`src/rtl/sim_run_if.sv`:
```
// Bundle between the run controller and its surroundings: core-facing controls and taps,
// expected values, and the run verdict.
interface sim_run_if #(
    parameter int XLEN     = 32,
    parameter int NUM_REGS = 2,
    parameter int CNT_W    = 16
) ();
    logic                     core_reset;
    logic                     fetch_complete;
    logic [XLEN-1:0]          pc;
    logic [NUM_REGS*XLEN-1:0] reg_values;
    logic [NUM_REGS*XLEN-1:0] expected;
    logic [NUM_REGS-1:0]      check_mask;
    logic                     done;
    logic                     pass;
    logic                     timeout;
    logic [NUM_REGS-1:0]      mismatch_mask;
    logic [CNT_W-1:0]         cycle_count;
    logic [XLEN-1:0]          done_pc;

    modport master (
        output core_reset, done, pass, timeout, mismatch_mask, cycle_count, done_pc,
        input  fetch_complete, pc, reg_values, expected, check_mask
    );

    modport slave (
        input  core_reset, done, pass, timeout, mismatch_mask, cycle_count, done_pc,
        output fetch_complete, pc, reg_values, expected, check_mask
    );
endinterface

```
`src/rtl/sim_run_controller.sv`:
```
// Run controller for core-level simulation: holds the core in reset, runs it under a cycle
// timeout, waits a drain window after fetch_complete, then checks register taps.
module sim_run_controller #(
    parameter int XLEN           = 32,
    parameter int NUM_REGS       = 2,
    parameter int RESET_CYCLES   = 10,
    parameter int TIMEOUT_CYCLES = 100,
    parameter int DRAIN_CYCLES   = 10,
    parameter int CNT_W          = 16
) (
    input  logic       clk,
    input  logic       reset,
    sim_run_if.master  bus
);

    typedef enum logic [2:0] {
        S_HOLD,
        S_RUN,
        S_DRAIN,
        S_CHECK,
        S_DONE,
        S_TIMEOUT
    } state_e;

    localparam logic [CNT_W-1:0] HOLD_LAST   = CNT_W'(RESET_CYCLES - 1);
    localparam logic [CNT_W-1:0] TIMEOUT_CNT = CNT_W'(TIMEOUT_CYCLES);
    localparam logic [CNT_W-1:0] DRAIN_LAST  = CNT_W'((DRAIN_CYCLES > 0) ? DRAIN_CYCLES - 1 : 0);

    state_e              state_q, state_d;
    logic [CNT_W-1:0]    hold_cnt_q, hold_cnt_d;
    logic [CNT_W-1:0]    drain_cnt_q, drain_cnt_d;
    logic [CNT_W-1:0]    cycle_count_q, cycle_count_d;
    logic [XLEN-1:0]     done_pc_q, done_pc_d;
    logic [NUM_REGS-1:0] mismatch_q, mismatch_d;
    logic                done_q, done_d;
    logic                pass_q, pass_d;
    logic                timeout_q, timeout_d;
    logic                core_reset_q, core_reset_d;

    always_comb begin
        // NOTE: every next-state signal gets its hold value first so no path leaves it
        // unassigned, which would otherwise infer a latch.
        state_d       = state_q;
        hold_cnt_d    = hold_cnt_q;
        drain_cnt_d   = drain_cnt_q;
        cycle_count_d = cycle_count_q;
        done_pc_d     = done_pc_q;
        mismatch_d    = mismatch_q;
        done_d        = done_q;
        pass_d        = pass_q;
        timeout_d     = timeout_q;
        core_reset_d  = core_reset_q;

        case (state_q)
            S_HOLD: begin
                core_reset_d = 1'b1;
                if (hold_cnt_q == HOLD_LAST) begin
                    hold_cnt_d   = '0;
                    core_reset_d = 1'b0;
                    state_d      = S_RUN;
                end else begin
                    hold_cnt_d = hold_cnt_q + 1'b1;
                end
            end
            S_RUN: begin
                core_reset_d  = 1'b0;
                cycle_count_d = (&cycle_count_q) ? cycle_count_q : cycle_count_q + 1'b1;
                // Completion takes priority over a timeout landing on the same edge.
                if (bus.fetch_complete) begin
                    done_pc_d   = bus.pc;
                    drain_cnt_d = '0;
                    state_d     = (DRAIN_CYCLES == 0) ? S_CHECK : S_DRAIN;
                end else if (cycle_count_d == TIMEOUT_CNT) begin
                    state_d = S_TIMEOUT;
                end
            end
            S_DRAIN: begin
                core_reset_d = 1'b0;
                if (drain_cnt_q == DRAIN_LAST) begin
                    drain_cnt_d = '0;
                    state_d     = S_CHECK;
                end else begin
                    drain_cnt_d = drain_cnt_q + 1'b1;
                end
            end
            S_CHECK: begin
                core_reset_d = 1'b0;
                for (int i = 0; i < NUM_REGS; i++) begin
                    mismatch_d[i] = bus.check_mask[i] &
                                    (bus.reg_values[i*XLEN +: XLEN] != bus.expected[i*XLEN +: XLEN]);
                end
                state_d = S_DONE;
            end
            S_DONE: begin
                done_d       = 1'b1;
                pass_d       = (mismatch_q == '0);
                core_reset_d = 1'b1;
            end
            S_TIMEOUT: begin
                done_d       = 1'b1;
                timeout_d    = 1'b1;
                pass_d       = 1'b0;
                mismatch_d   = '0;
                core_reset_d = 1'b1;
            end
            default: state_d = S_HOLD;
        endcase
    end

    // NOTE: state registers use non-blocking assignments so every register samples the
    // pre-edge values of the others, independent of statement order.
    always_ff @(posedge clk) begin
        if (reset) begin
            state_q       <= S_HOLD;
            hold_cnt_q    <= '0;
            drain_cnt_q   <= '0;
            cycle_count_q <= '0;
            done_pc_q     <= '0;
            mismatch_q    <= '0;
            done_q        <= 1'b0;
            pass_q        <= 1'b0;
            timeout_q     <= 1'b0;
            core_reset_q  <= 1'b1;
        end else begin
            state_q       <= state_d;
            hold_cnt_q    <= hold_cnt_d;
            drain_cnt_q   <= drain_cnt_d;
            cycle_count_q <= cycle_count_d;
            done_pc_q     <= done_pc_d;
            mismatch_q    <= mismatch_d;
            done_q        <= done_d;
            pass_q        <= pass_d;
            timeout_q     <= timeout_d;
            core_reset_q  <= core_reset_d;
        end
    end

    assign bus.core_reset    = core_reset_q;
    assign bus.done          = done_q;
    assign bus.pass          = pass_q;
    assign bus.timeout       = timeout_q;
    assign bus.mismatch_mask = mismatch_q;
    assign bus.cycle_count   = cycle_count_q;
    assign bus.done_pc       = done_pc_q;

endmodule

```
`src/flat_wrapper.sv`:
```
// flat-port wrapper written by rule: the top's interface ports become plain ports
module sim_run_controller_flat 
#(
    parameter int XLEN           = 32,
    parameter int NUM_REGS       = 2,
    parameter int RESET_CYCLES   = 10,
    parameter int TIMEOUT_CYCLES = 100,
    parameter int DRAIN_CYCLES   = 10,
    parameter int CNT_W          = 16
)
  (clk, reset, bus_core_reset, bus_done, bus_pass, bus_timeout, bus_mismatch_mask, bus_cycle_count, bus_done_pc, bus_fetch_complete, bus_pc, bus_reg_values, bus_expected, bus_check_mask);
  sim_run_if #(.XLEN(XLEN), .NUM_REGS(NUM_REGS), .CNT_W(CNT_W)) bus_i ();
  input  logic clk;
  input  logic reset;
  output wire logic [$bits(bus_i.core_reset)-1:0] bus_core_reset;
  output wire logic [$bits(bus_i.done)-1:0] bus_done;
  output wire logic [$bits(bus_i.pass)-1:0] bus_pass;
  output wire logic [$bits(bus_i.timeout)-1:0] bus_timeout;
  output wire logic [$bits(bus_i.mismatch_mask)-1:0] bus_mismatch_mask;
  output wire logic [$bits(bus_i.cycle_count)-1:0] bus_cycle_count;
  output wire logic [$bits(bus_i.done_pc)-1:0] bus_done_pc;
  input wire logic [$bits(bus_i.fetch_complete)-1:0] bus_fetch_complete;
  input wire logic [$bits(bus_i.pc)-1:0] bus_pc;
  input wire logic [$bits(bus_i.reg_values)-1:0] bus_reg_values;
  input wire logic [$bits(bus_i.expected)-1:0] bus_expected;
  input wire logic [$bits(bus_i.check_mask)-1:0] bus_check_mask;
  assign bus_core_reset = bus_i.core_reset;
  assign bus_done = bus_i.done;
  assign bus_pass = bus_i.pass;
  assign bus_timeout = bus_i.timeout;
  assign bus_mismatch_mask = bus_i.mismatch_mask;
  assign bus_cycle_count = bus_i.cycle_count;
  assign bus_done_pc = bus_i.done_pc;
  assign bus_i.fetch_complete = bus_fetch_complete;
  assign bus_i.pc = bus_pc;
  assign bus_i.reg_values = bus_reg_values;
  assign bus_i.expected = bus_expected;
  assign bus_i.check_mask = bus_check_mask;
  sim_run_controller #(.XLEN(XLEN), .NUM_REGS(NUM_REGS), .RESET_CYCLES(RESET_CYCLES), .TIMEOUT_CYCLES(TIMEOUT_CYCLES), .DRAIN_CYCLES(DRAIN_CYCLES), .CNT_W(CNT_W)) u_core (.clk(clk), .reset(reset), .bus(bus_i));
endmodule
```
`config.mk`:
```
export PLATFORM = sky130hd
export DESIGN_NAME = sim_run_controller_flat
export DESIGN_NICKNAME = d
export VERILOG_FILES = /design/src/rtl/sim_run_if.sv /design/src/rtl/sim_run_controller.sv /design/src/flat_wrapper.sv
export SDC_FILE = /design/constraint.sdc
export NUM_CORES = 1
export LEC_CHECK = 0
export CAP_MARGIN = 30
export CORE_UTILIZATION = 49
export DETAILED_ROUTE_END_ITERATION = 10
export DONT_BUFFER_PORTS = 1
export PLACE_DENSITY = 0.75
export SETUP_SLACK_MARGIN = 0.2
export SYNTH_ARGS = -nofsm -noshare
export SYNTH_HDL_FRONTEND = slang
export SYNTH_SLANG_ARGS = --single-unit
```
`constraint.sdc`:
```
create_clock -name clk -period 2.5 [get_ports clk]
set_input_delay 0.5 -clock clk [delete_from_list [all_inputs] [get_ports clk]]
set_output_delay 0.5 -clock clk [all_outputs]
set_load 0.1 [all_outputs]
```
==> impl_metrics.tcl <==
set metrics [dict create \
    async_flop_share 0 \
    min_path_cells 1 \
    portBuffers 0 \
    reg2regPathDepth 8 \
    p_leak_nw 2.055 \
    hold_ws_ns 0.1978 \
    r2r_start "u_core.bus.cycle_count[1]$_SDFFE_PP0P_" \
    drt-total-wl_um 12880 \
    firstDrtPassIters 5 \
    initialDrtViolationCount 293 \
    worstPathArrival_ns 2.48 \
    yosysUniqueCellTypes 50 \
    final-max-slew-violation-count 0 \
    core-area_sq_um 9729 \
    layout.nets 831 \
    vias 4628 \
    pre_cts_slack_ns 0.1812 \
    min_from "reset" \
    antenna_found_initial 0 \
    critPathTopFamily "simple AND/OR/NAND/NOR gates" \
    required_ns 2.76 \
    cts_made_buffers 9 \
    grt_overflow 0 \
    grt_use_total 0.2429 \
    hold_class "primary input to register" \
    drc 0 \
    syn_inst 620 \
    r2r_slack_ns 0.28 \
    post-route-period-util 0.8875 \
    peakVddDrop_uv 503.6 \
    fin_crit_ns 2.219 \
    h-tree-depth 3 \
    final_util 0.5851 \
    cp_num_buf_inv 2 \
    syn2layout_area_growth_pct 16.31 \
    wl_per_cell_um 16.12 \
    timing.rr.end "u_core.drain_cnt_q[2]$_SDFFE_PP0P_" \
    clock-skew-final_ns 0.008362 \
    setup_slack_ns 0.2811 \
    cts_tree "done" \
    relSlewSlack 0.4874 \
    path_max_fanout 6 \
    rsz0062_at_grt "false" \
    status "completed" \
    nFillCells 880 \
    grt_max_degree 81 \
    synth_top_cell_area_share 0.3640 \
    worst_slew_pin_slew_ns 0.7619 \
    yosys_most_used_dff "dfxtp_1" \
    diodes 0 \
    cp_cell_sequence "buf_4 -> nand2_1 -> nor4_1 -> xnor2_1 -> nand4_1 -> buf_4 -> nor3_1 -> o32ai_1" \
    grt_pass1_wl_um 19780 \
    synth_edf_count 0 \
    place.gp.congestion 0.9312 \
    crit_type "register to register" \
    die_w_um 101.9 \
    cap_violations 0 \
    grt_pass1_vias 4386 \
    syn_avg_cell_area_sq_um 7.895 \
    dpl_cell_area_sq_um 5419 \
    finalSetupViolCount 0 \
    synth_nets 790 \
    clk-insertion-delay-late_ns 0.37 \
    power.density_nw_per_um2 675.1 \
    start_util 0.5031 \
    total_power_mw 3.843 \
    final_cell_area_sq_um 5693 \
    final_cells 799 \
    dpl.cell_count 780 \
    drive_above_1_share 0.1652 \
    worst_hold_path.endpoint "u_core.bus.mismatch_mask[1]$_SDFFE_PP0P_" \
    fp.dieH_um 101.9 \
    clk_pin_slew_ns 0.10 \
    ys_seq_area_frac 0.3640 \
    slowest_delay_ns 0.37 \
    crit_top_cell "buf_4" \
    dp_hpwl_um 9578 \
    syn_area_sq_um 4895 \
    yosysTopAreaCell "dfxtp_1" \
    ios 219 \
    clk_root_buffer_cell "clkbuf_8" \
    num_rows 36 \
    clock_sinks 89 \
    viasPerCell 5.792 \
    ys_seq_elements 89 \
    hold_viol_final 0 \
    worst_setup_path_start_kind "register" \
    slowest_stage "dfxtp_4" \
    yosysWarnings 0 \
    fp.dieArea_sq_um 10390 \
    antenna_left 0 \
    clockBufferDepth 2 \
    fmaxAchievable_mhz 450.7 \
    tns_ns 0 \
    netlist_top_cells_area "dfxtp_1, xor2_1, nand2_1" \
    worst_setup_path_end_kind "register" \
]
-- synth_stat cells (2+ instances only) --
cell type   n
nand2b_1   12
buf_1       2
nand3_1    12
a21oi_1    61
nor4b_2     2
nor2b_1     4
and4b_1     3
inv_1       9
nor2_1     63
dfxtp_1    89
clkbuf_1   24
nand2_1    94
xnor2_1     8
and3_1      6
nor4_1     24
ha_1        5
nor3b_1     6
a22oi_1     2
and4_1      2
o21ai_0    19
o2111ai_1   3
buf_2       8
nor3_1     11
and2_1      3
nor4b_1     4
mux2i_1     3
xor2_1     82
or4_1       2
o22ai_1     4
a31oi_1     4
or3_1       6
nand4_1    23
a21o_1      3
-- layout by cell type (no fill, tap or decap), types with 2 or more instances in the layout --
| master | synthesis | routed |
|---|---|---|
| nand2_1 | 94 | 94 |
| xor2_1 | 82 | 82 |
| dfxtp_1 | 89 | 73 |
| buf_4 | 0 | 64 |
| nor2_1 | 63 | 63 |
| a21oi_1 | 61 | 61 |
| nand4_1 | 23 | 23 |
| nor4_1 | 24 | 23 |
| o21ai_0 | 19 | 19 |
| nand3_1 | 12 | 12 |
| nand2b_1 | 12 | 12 |
| nor3_1 | 11 | 10 |
| inv_1 | 9 | 9 |
| clkbuf_8 | 0 | 9 |
| dfxtp_2 | 0 | 9 |
| xnor2_1 | 8 | 8 |
| dfxtp_4 | 0 | 7 |
| or3_1 | 6 | 6 |
| nor3b_1 | 6 | 6 |
| and3_1 | 6 | 6 |
| o22ai_1 | 4 | 4 |
| nor2b_1 | 4 | 4 |
| nor4b_1 | 4 | 4 |
| a31oi_1 | 4 | 4 |
| ha_1 | 5 | 4 |
| a21o_1 | 3 | 3 |
| and4b_1 | 3 | 3 |
| o2111ai_1 | 3 | 3 |
| and2_1 | 3 | 3 |
| mux2i_1 | 3 | 3 |
| clkinv_4 | 0 | 3 |
| nor4_4 | 1 | 2 |
| and4_1 | 2 | 2 |
| a22oi_1 | 2 | 2 |
| or4_1 | 2 | 2 |
| inv_8 | 0 | 2 |
-- layout make-up --
class / count / area (sq um) / share of cell area
inverters: 9 / 33.78 / 0.005934
clock inverters: 7 / 73.82 / 0.01297
multi-input cells: 488 / 2995 / 0.5262
clock buffers: 9 / 123.9 / 0.02176
well taps: 133 / 166.4 / 0.02923
flip-flops and latches: 89 / 1819 / 0.3196
repair buffers: 64 / 480.5 / 0.08440
-- where the power goes --
group          switching, mW  internal (mW)  total, mW
logic                  0.900          0.359       1.26
clock network          0.585          0.392      0.977
registers             0.0968           1.51       1.61
total                   1.58           2.26       3.84
-- cell families after synthesis --
logic type / after synthesis / share of synthesized area
AOI/OAI and AO/OA: 106 / 0.1255
and+or+nand+nor: 283 / 0.2932
muxes: 4 / 0.008436
buffers and inverters: 43 / 0.03502
DFF: 89 / 0.3640
xor gates and xnor gates: 90 / 0.1610
adders and majority gates: 5 / 0.01278
-- worst max-delay path by stage --
| stage | start | to | slack [ns] | cells after the start |
|---|---|---|---|---|
| 2_1_floorplan | u_core.bus.cycle_count[1]$_SDFFE_PP0P_ | u_core.state_q[0]$_SDFFE_PP0P_ | 0.20 | 7 |
| 3_3_place_gp | u_core.hold_cnt_q[0]$_SDFFE_PP0P_ | u_core.state_q[0]$_SDFFE_PP0P_ | 0.37 | 7 |
| 3_5_place_dp | u_core.hold_cnt_q[0]$_SDFFE_PP0P_ | u_core.state_q[0]$_SDFFE_PP0P_ | 0.18 | 7 |
| 4_1_cts | u_core.hold_cnt_q[0]$_SDFFE_PP0P_ | u_core.state_q[0]$_SDFFE_PP0P_ | 0.21 | 7 |
| 5_1_grt | u_core.bus.cycle_count[0]$_SDFFE_PP0P_ | u_core.drain_cnt_q[2]$_SDFFE_PP0P_ | 0.18 | 8 |
| 6_report | u_core.bus.cycle_count[1]$_SDFFE_PP0P_ | u_core.drain_cnt_q[2]$_SDFFE_PP0P_ | 0.28 | 8 |
-- registers in the layout, summed over array words and instances (netlist names) --
signal	cells
u_core.bus.core_reset	1
u_core.bus.done	1
u_core.state_q	3
u_core.bus.pass	1
u_core.bus.cycle_count	16
u_core.bus.done_pc	32
u_core.drain_cnt_q	16
u_core.bus.mismatch_mask	2
u_core.bus.timeout	1
u_core.hold_cnt_q	16
-- per-layer routing --
layer  share of wire  global-route usage
met1            0.38              0.2645
met2            0.50              0.4371
met3           0.086             0.06088
met4           0.034              0.1242
met5               0                   0
-- timing repair --
action / CTS / global route
resized for setup: 0 / 8
buffers inserted: 1 / 2
hold endpoints to repair: 0 / 0
endpoints found under the setup margin: 2 / 4
hold buffers: 0 / 0
pin swaps: 1 / 4
No activity file was read; power rests on OpenSTA's default activity.
